[src/rtl/mem_arbiter.sv]
// mem_arbiter: shares one physical memory port between instruction fetch and data access,
// one latched transaction at a time, with round-robin or fixed priority and a response watchdog.
module mem_arbiter #(
    parameter int ADDR_W  = 16,
    parameter int DATA_W  = 16,
    parameter int MASK_W  = 2,
    parameter int RR_EN   = 1,
    parameter int TIMEOUT = 255
) (
    input  logic              clk,
    input  logic              rst_n,
    input  logic              i_read,
    input  logic              i_write,
    input  logic [MASK_W-1:0] i_wmask,
    input  logic [ADDR_W-1:0] i_addr,
    input  logic [DATA_W-1:0] i_wdata,
    output logic [DATA_W-1:0] i_rdata,
    output logic              i_resp,
    input  logic              d_read,
    input  logic              d_write,
    input  logic [MASK_W-1:0] d_wmask,
    input  logic [ADDR_W-1:0] d_addr,
    input  logic [DATA_W-1:0] d_wdata,
    output logic [DATA_W-1:0] d_rdata,
    output logic              d_resp,
    output logic              pmem_read,
    output logic              pmem_write,
    output logic [MASK_W-1:0] pmem_wmask,
    output logic [ADDR_W-1:0] pmem_addr,
    output logic [DATA_W-1:0] pmem_wdata,
    input  logic [DATA_W-1:0] pmem_rdata,
    input  logic              pmem_resp,
    output logic              busy,
    output logic              timeout_err
);
    localparam logic [1:0] IDLE    = 2'd0;
    localparam logic [1:0] GRANT_I = 2'd1;
    localparam logic [1:0] GRANT_D = 2'd2;
    localparam int CW = TIMEOUT > 1 ? $clog2(TIMEOUT + 1) : 1;

    logic [1:0]        state;
    logic [ADDR_W-1:0] cmd_addr;
    logic [DATA_W-1:0] cmd_wdata;
    logic [MASK_W-1:0] cmd_wmask;
    logic              cmd_rd;
    logic              cmd_wr;
    logic              last_d;
    logic [CW-1:0]     wd_cnt;
    logic              i_req;
    logic              d_req;
    logic              pick_d;
    logic              wd_hit;

    always_comb begin
        i_req  = i_read | i_write;
        d_req  = d_read | d_write;
        // on conflict D wins unless round-robin says it was D's turn last
        pick_d = d_req & (~i_req | (RR_EN == 0) | ~last_d);
        wd_hit = (TIMEOUT != 0) && (wd_cnt == CW'(TIMEOUT - 1));
    end

    assign busy       = state != IDLE;
    assign pmem_read  = busy & cmd_rd;
    assign pmem_write = busy & cmd_wr;
    assign pmem_addr  = cmd_addr;
    assign pmem_wdata = cmd_wdata;
    assign pmem_wmask = cmd_wmask;
    assign i_resp     = (state == GRANT_I) & pmem_resp;
    assign d_resp     = (state == GRANT_D) & pmem_resp;
    assign i_rdata    = pmem_rdata;
    assign d_rdata    = pmem_rdata;

    always_ff @(posedge clk) begin
        if (!rst_n) begin
            state       <= IDLE;
            cmd_addr    <= '0;
            cmd_wdata   <= '0;
            cmd_wmask   <= '0;
            cmd_rd      <= 1'b0;
            cmd_wr      <= 1'b0;
            last_d      <= 1'b1;
            wd_cnt      <= '0;
            timeout_err <= 1'b0;
        end else if (state == IDLE) begin
            if (i_req | d_req) begin
                state     <= pick_d ? GRANT_D : GRANT_I;
                last_d    <= pick_d;
                cmd_addr  <= pick_d ? d_addr : i_addr;
                cmd_wdata <= pick_d ? d_wdata : i_wdata;
                cmd_wmask <= pick_d ? d_wmask : i_wmask;
                cmd_wr    <= pick_d ? d_write : i_write;
                cmd_rd    <= pick_d ? d_read & ~d_write : i_read & ~i_write;
                wd_cnt    <= '0;
            end
        end else if (pmem_resp) begin
            state <= IDLE;
        end else begin
            if (wd_cnt != CW'(TIMEOUT))
                wd_cnt <= wd_cnt + 1'b1;
            if (wd_hit)
                timeout_err <= 1'b1;
        end
    end
endmodule

[config.mk]
export PLATFORM = sky130hd
export DESIGN_NAME = mem_arbiter
export DESIGN_NICKNAME = d
export VERILOG_FILES = /design/src/rtl/mem_arbiter.sv
export SDC_FILE = /design/constraint.sdc
export NUM_CORES = 1
export LEC_CHECK = 0
export CAP_MARGIN = 20
export CORE_UTILIZATION = 35
export DETAILED_ROUTE_END_ITERATION = 12
export PLACE_DENSITY_LB_ADDON = 0.2
export SKIP_LAST_GASP = 1
export SYNTH_ARGS = -nofsm -noshare
export SYNTH_HDL_FRONTEND = slang
export SYNTH_SLANG_ARGS = --single-unit
[constraint.sdc]
create_clock -name clk -period 2.2 [get_ports clk]
set_input_delay 0.33 -clock clk [delete_from_list [all_inputs] [get_ports clk]]
set_output_delay 0.33 -clock clk [all_outputs]
set_load 0.02 [all_outputs]
### Word-level counts from Yosys, hierarchy flattened

Index checks and enable logic that the tools add are counted.
Widths: inputs -> output; s select.

* flip-flop bits (word level): 48
* logic and storage cells: 54
* output and inout port bits: 72

* multiplexer cells: 13
* reductions and logical operators: 8
* bitwise operators: 17
* $add $sub $neg: 1
* eq/ne operators: 6

Operators by type and width (number)
* $mux 16: 2
* $mux 8: 4
* $mux 2: 5
* $add 8x1->8 const B: 1
* $eq 8x8->1 const B: 1
* $ne 8x8->1 const B: 1
* $and 1x1->1: 7
* $not 1->1: 6
* $reduce_and 3->1: 2
* $reduce_bool 2->1: 3
* $ne 2x1->1 const B: 2
* $or 1x1->1: 4
* $reduce_and 2->1: 2
* $eq 2x1->1 const B: 1
* $eq 2x2->1 const B: 1
* $logic_not 2->1: 1
* $mux 1: 2

### Longest topological paths before layout

Gate-level depths: netlist (run 1).

* depth after elaboration: 7
* gate-level depth with buffers: 7

### Worst setup path after synthesis (run 1)

OpenSTA, ideal clock, no wires.

* path type: register to register
* start point: register state[0]
* end point: register cmd_addr[11], in the netlist pmem_addr[11]
* arrival time: 1410 ps
* clock period less this slack: 1532 ps
* cell stages (with the launch flop): 8
* path slack: 668 ps
* setup time: 122 ps
* cell sequence: dfxtp_1 > nor2_4 > nand2b_1 > buf_6 > and2_4 > buf_6 > buf_6 > a221o_1

* cells in the longest elaborated chain, start to end: 2

Ends and longest elaborated chain
* start: declaration: RTL line 41 `logic [1:0] state;`
* start signal: assignment: RTL line 86 `state <= pick_d ? GRANT_D : GRANT_I;`
* $logic_not 2->1: RTL line 84 `end else if (state == IDLE) begin`
* $reduce_and 2->1 (no source line)
* end signal: assignment: RTL line 88 `cmd_addr <= pick_d ? d_addr : i_addr;`
* end: declaration: RTL line 42 `logic [ADDR_W-1:0] cmd_addr;`

Every way passes these cells.
A chain may end at the register's enable or synchronous reset.

### Worst setup path in the final report (run 1)

* start point: register state[0]
* end point: output pmem_read

* cells in the longest elaborated chain, start to end: 2

Ends and longest elaborated chain
* $reduce_bool 2->1: RTL line 62 `assign busy = state != IDLE;`
* $and 1x1->1: RTL line 63 `assign pmem_read = busy & cmd_rd;`
* end: declaration: RTL line 26 `output logic pmem_read,`

Every way passes these cells.

==> metrics, run 1 <==
RR Startpoint last_d; met3 Use GR slightly below 4%; Vias/cell around 5.0; dpl cells approximately 390; status completed; pre-CTS setup slack around 80 ps; Num CTS Buffers 5; CTS clk-pin slew, worst paths 80 ps; Global Route Usage Sum 16.4%; Remaining Overflow, GRT 0; required time of the critical path around 1900 ps; Vias a little under 2k; Final ANT Viol Nets 0; PortBufs between 100 and 150; Main synth FF type dfxtp_1; DIE HEIGHT 83.7 um; worst reg-to-reg setup slack between 600 and 700 ps; CTS resizes 0; largest area contributor in the netlist dfxtp_1; first-pass GRT wire length 9.20 mm; clk root buf clkbuf_8; Area Growth Syn to Fin 46.4%; Placement Cell Area about 3300 um2; Rel. slew slack between 60 and 70%; MaxCap Viol Count 0; Max Root-Sink Buffers 2; gr busiest metal met2; post-synthesis sequential area ratio about two fifths; largest net degree at the start of global routing 36; R2R depth 5; HP Class flop to flop; Cell variety after synth 40; DRT Pass-1 Iters 4; slew at the pin closest to its max-slew limit about 480 ps; Final Skew approximately 6.2 ps; reg2reg end pmem_addr[8]; Final Hold Fails 0; Syn Inst Count 235; Netlist Area Pre-Place between 2000 and 2500 um2; dpl hpwl 4.20 mm; ratio of cells with drive above 1 in the final layout about 6.3%; RSZ-0062 raised after global routing false; top post-synthesis cells by area dfxtp_1, a221o_1, buf_4, and2_1, buf_6; ant diodes 0; #FFs+latches synth 48; warnings from Yosys 0; Initial DRC Count between 100 and 150; CTS tree yes; Post-synth EDFFs 0; setup ws final 138 ps; detailed-route DRC error count 0; area share of the largest cell type after synthesis between 40% and 50%; crit path kind flop to primary output; CP Capture Type primary output; Non-Filler Instances approximately 400; met1 usage a little under a fifth; Design Area, Final 3420 um2; # setup viols final 0; crit path launch state[0]; Layout Nets slightly above 400; I/O pin cnt 163; Die Wd between 80 and 90 um; antenna violations before repair 0; Post-synth ARST share 0%; Total Wirelength 5.79 mm; top post-synthesis cells by count dfxtp_1, and2_1, a221o_1; routability cong. just under 0.8; count leader, synth dfxtp_1; # hold bufs at CTS 0; Initial Util a little over a third; worst setup path end pmem_read; Total Neg Setup Slack 0 ps; LEAKAGE between 1 and 1.5 nW; Final Slew Violations 0; syn avg cell area between 9 and 10 um2; CP startpoint kind flop; Max Clk Rate between 0.4 and 0.5 GHz; CP Max Fanout 6; Final Cycle Share ~94%; VDD IR max approximately 0.00034 V; Std-Cell Rows 29; syn_nets roughly 330; crit path DAT 1730 ps; Cell Pwr Density 762 nW/um2; WL/cell 14.6 um; postcts setup bufs 0; H-tree depth 2; CTS Sinks between 40 and 50; number of global-route vias before repair between 1.5k and 2k; DIE AREA between 7000 and 8000 um2; clock period minus worst slack between 2000 and 2500 ps; core box area between 6000 and 7000 um2; met2 usage between 20 and 30%; clock latency at the later pin of the worst-skew pair ~300 ps
cells by family after synthesis:
family,after synthesis,share of synthesized area (%)
compound gates,55,21.5
xor+xnor,1,0.375
fa+ha+maj,2,1.07
buf+inv,47,14.6
flops,48,41.2
mux,1,0.429
simple gates,81,20.8
per-layer routing:
layer	wire length, um	vias up
li1	-	990
met1	2410	899
met2	2810	77
met3	394	22
met4	174	0
met5	0	-
worst max-delay path, stage by stage, from the launching register on:
cell,delay (ps)
dfxtp_1,450
nor2_4,90
inv_2,140
and2_1,140
clkdlybuf4s50_1,620
cell usage in the layout (no fill, tap or decap), types with 2 or more instances in the layout:
| master | Yosys | layout |
|---|---|---|
| clkdlybuf4s50_1 | 0 | 114 |
| dfxtp_1 | 48 | 48 |
| and2_1 | 36 | 36 |
| a221o_1 | 34 | 34 |
| nor2_1 | 9 | 8 |
| nand2_1 | 6 | 6 |
| nand3_1 | 6 | 6 |
| a21oi_1 | 6 | 6 |
| nand2b_1 | 5 | 5 |
| clkbuf_8 | 0 | 5 |
| nor3_1 | 4 | 4 |
| o21ai_1 | 3 | 3 |
| buf_4 | 32 | 3 |
| inv_1 | 2 | 2 |
| inv_2 | 2 | 2 |
| nand4_1 | 2 | 2 |
| o21a_1 | 2 | 2 |
| nor2b_1 | 2 | 2 |
| and4_1 | 2 | 2 |
| or3_1 | 2 | 2 |
| ha_1 | 2 | 2 |
| buf_12 | 0 | 2 |
metrics by stage:
stage	hold slack [ps]	total power, W	util [%]
2_1_floorplan	402	0.00164	-
3_3_place_gp	449	0.00200	51.8
3_5_place_dp	457	0.00200	51.8
4_1_cts	477	0.00264	53.5
5_1_grt	500	0.00274	53.5
6_report	470	0.00260	53.5
worst min-delay path by stage:
| stage | slack (ps) | to | depth (start not counted) | startpoint |
|---|---|---|---|---|
| 2_1_floorplan | 400 | last_d | 1 | rst_n |
| 3_3_place_gp | 450 | timeout_err | 1 | timeout_err |
| 3_5_place_dp | 460 | timeout_err | 1 | timeout_err |
| 4_1_cts | 480 | timeout_err | 1 | timeout_err |
| 5_1_grt | 500 | timeout_err | 1 | timeout_err |
| 6_report | 470 | timeout_err | 1 | timeout_err |
registers in the layout, summed over array words and instances, names as in the netlist:
register / count
pmem_addr: 16
pmem_wdata: 16
wd_cnt: 8
pmem_wmask: 2
state: 2
cmd_rd: 1
cmd_wr: 1
last_d: 1
timeout_err: 1
power by group:
part / switching (W) / internal, W
clock network: 0.000290 / 0.000338
logic: 0.000408 / 0.000491
registers: 0.0000792 / 0.00100
total: 0.000777 / 0.00183
area by class of cell:
class / instances / area, um2
Clock buffer: 6 / 72.6
Clock inverter: 2 / 35.0
Fill cell: 585 / 2970
Inverter: 4 / 15.0
Multi-Input combinational cell: 140 / 1030
Sequential cell: 48 / 961
Tap cell: 77 / 96.3
Timing Repair Buffer: 119 / 1200
Note: power is estimated with default switching activity, not from simulation.
==> run 2: changes to the inputs <==
--- a/config.mk
+++ b/config.mk
@@ -9,6 +9,7 @@
 export CORE_UTILIZATION = 35
 export DETAILED_ROUTE_END_ITERATION = 12
 export PLACE_DENSITY_LB_ADDON = 0.2
+export RECOVER_POWER = 25
 export SKIP_LAST_GASP = 1
 export SYNTH_ARGS = -nofsm -noshare
 export SYNTH_HDL_FRONTEND = slang
==> results of run 2 <==
No change in the layout: final DEF, timing and power equal those of run 1.
==> run 3: changes to the inputs <==
--- a/config.mk
+++ b/config.mk
@@ -14,3 +14,4 @@
 export SYNTH_ARGS = -nofsm -noshare
 export SYNTH_HDL_FRONTEND = slang
 export SYNTH_SLANG_ARGS = --single-unit
+export TNS_END_PERCENT = 30
==> results of run 3 <==
No change in the layout: final DEF, timing and power equal those of run 1.
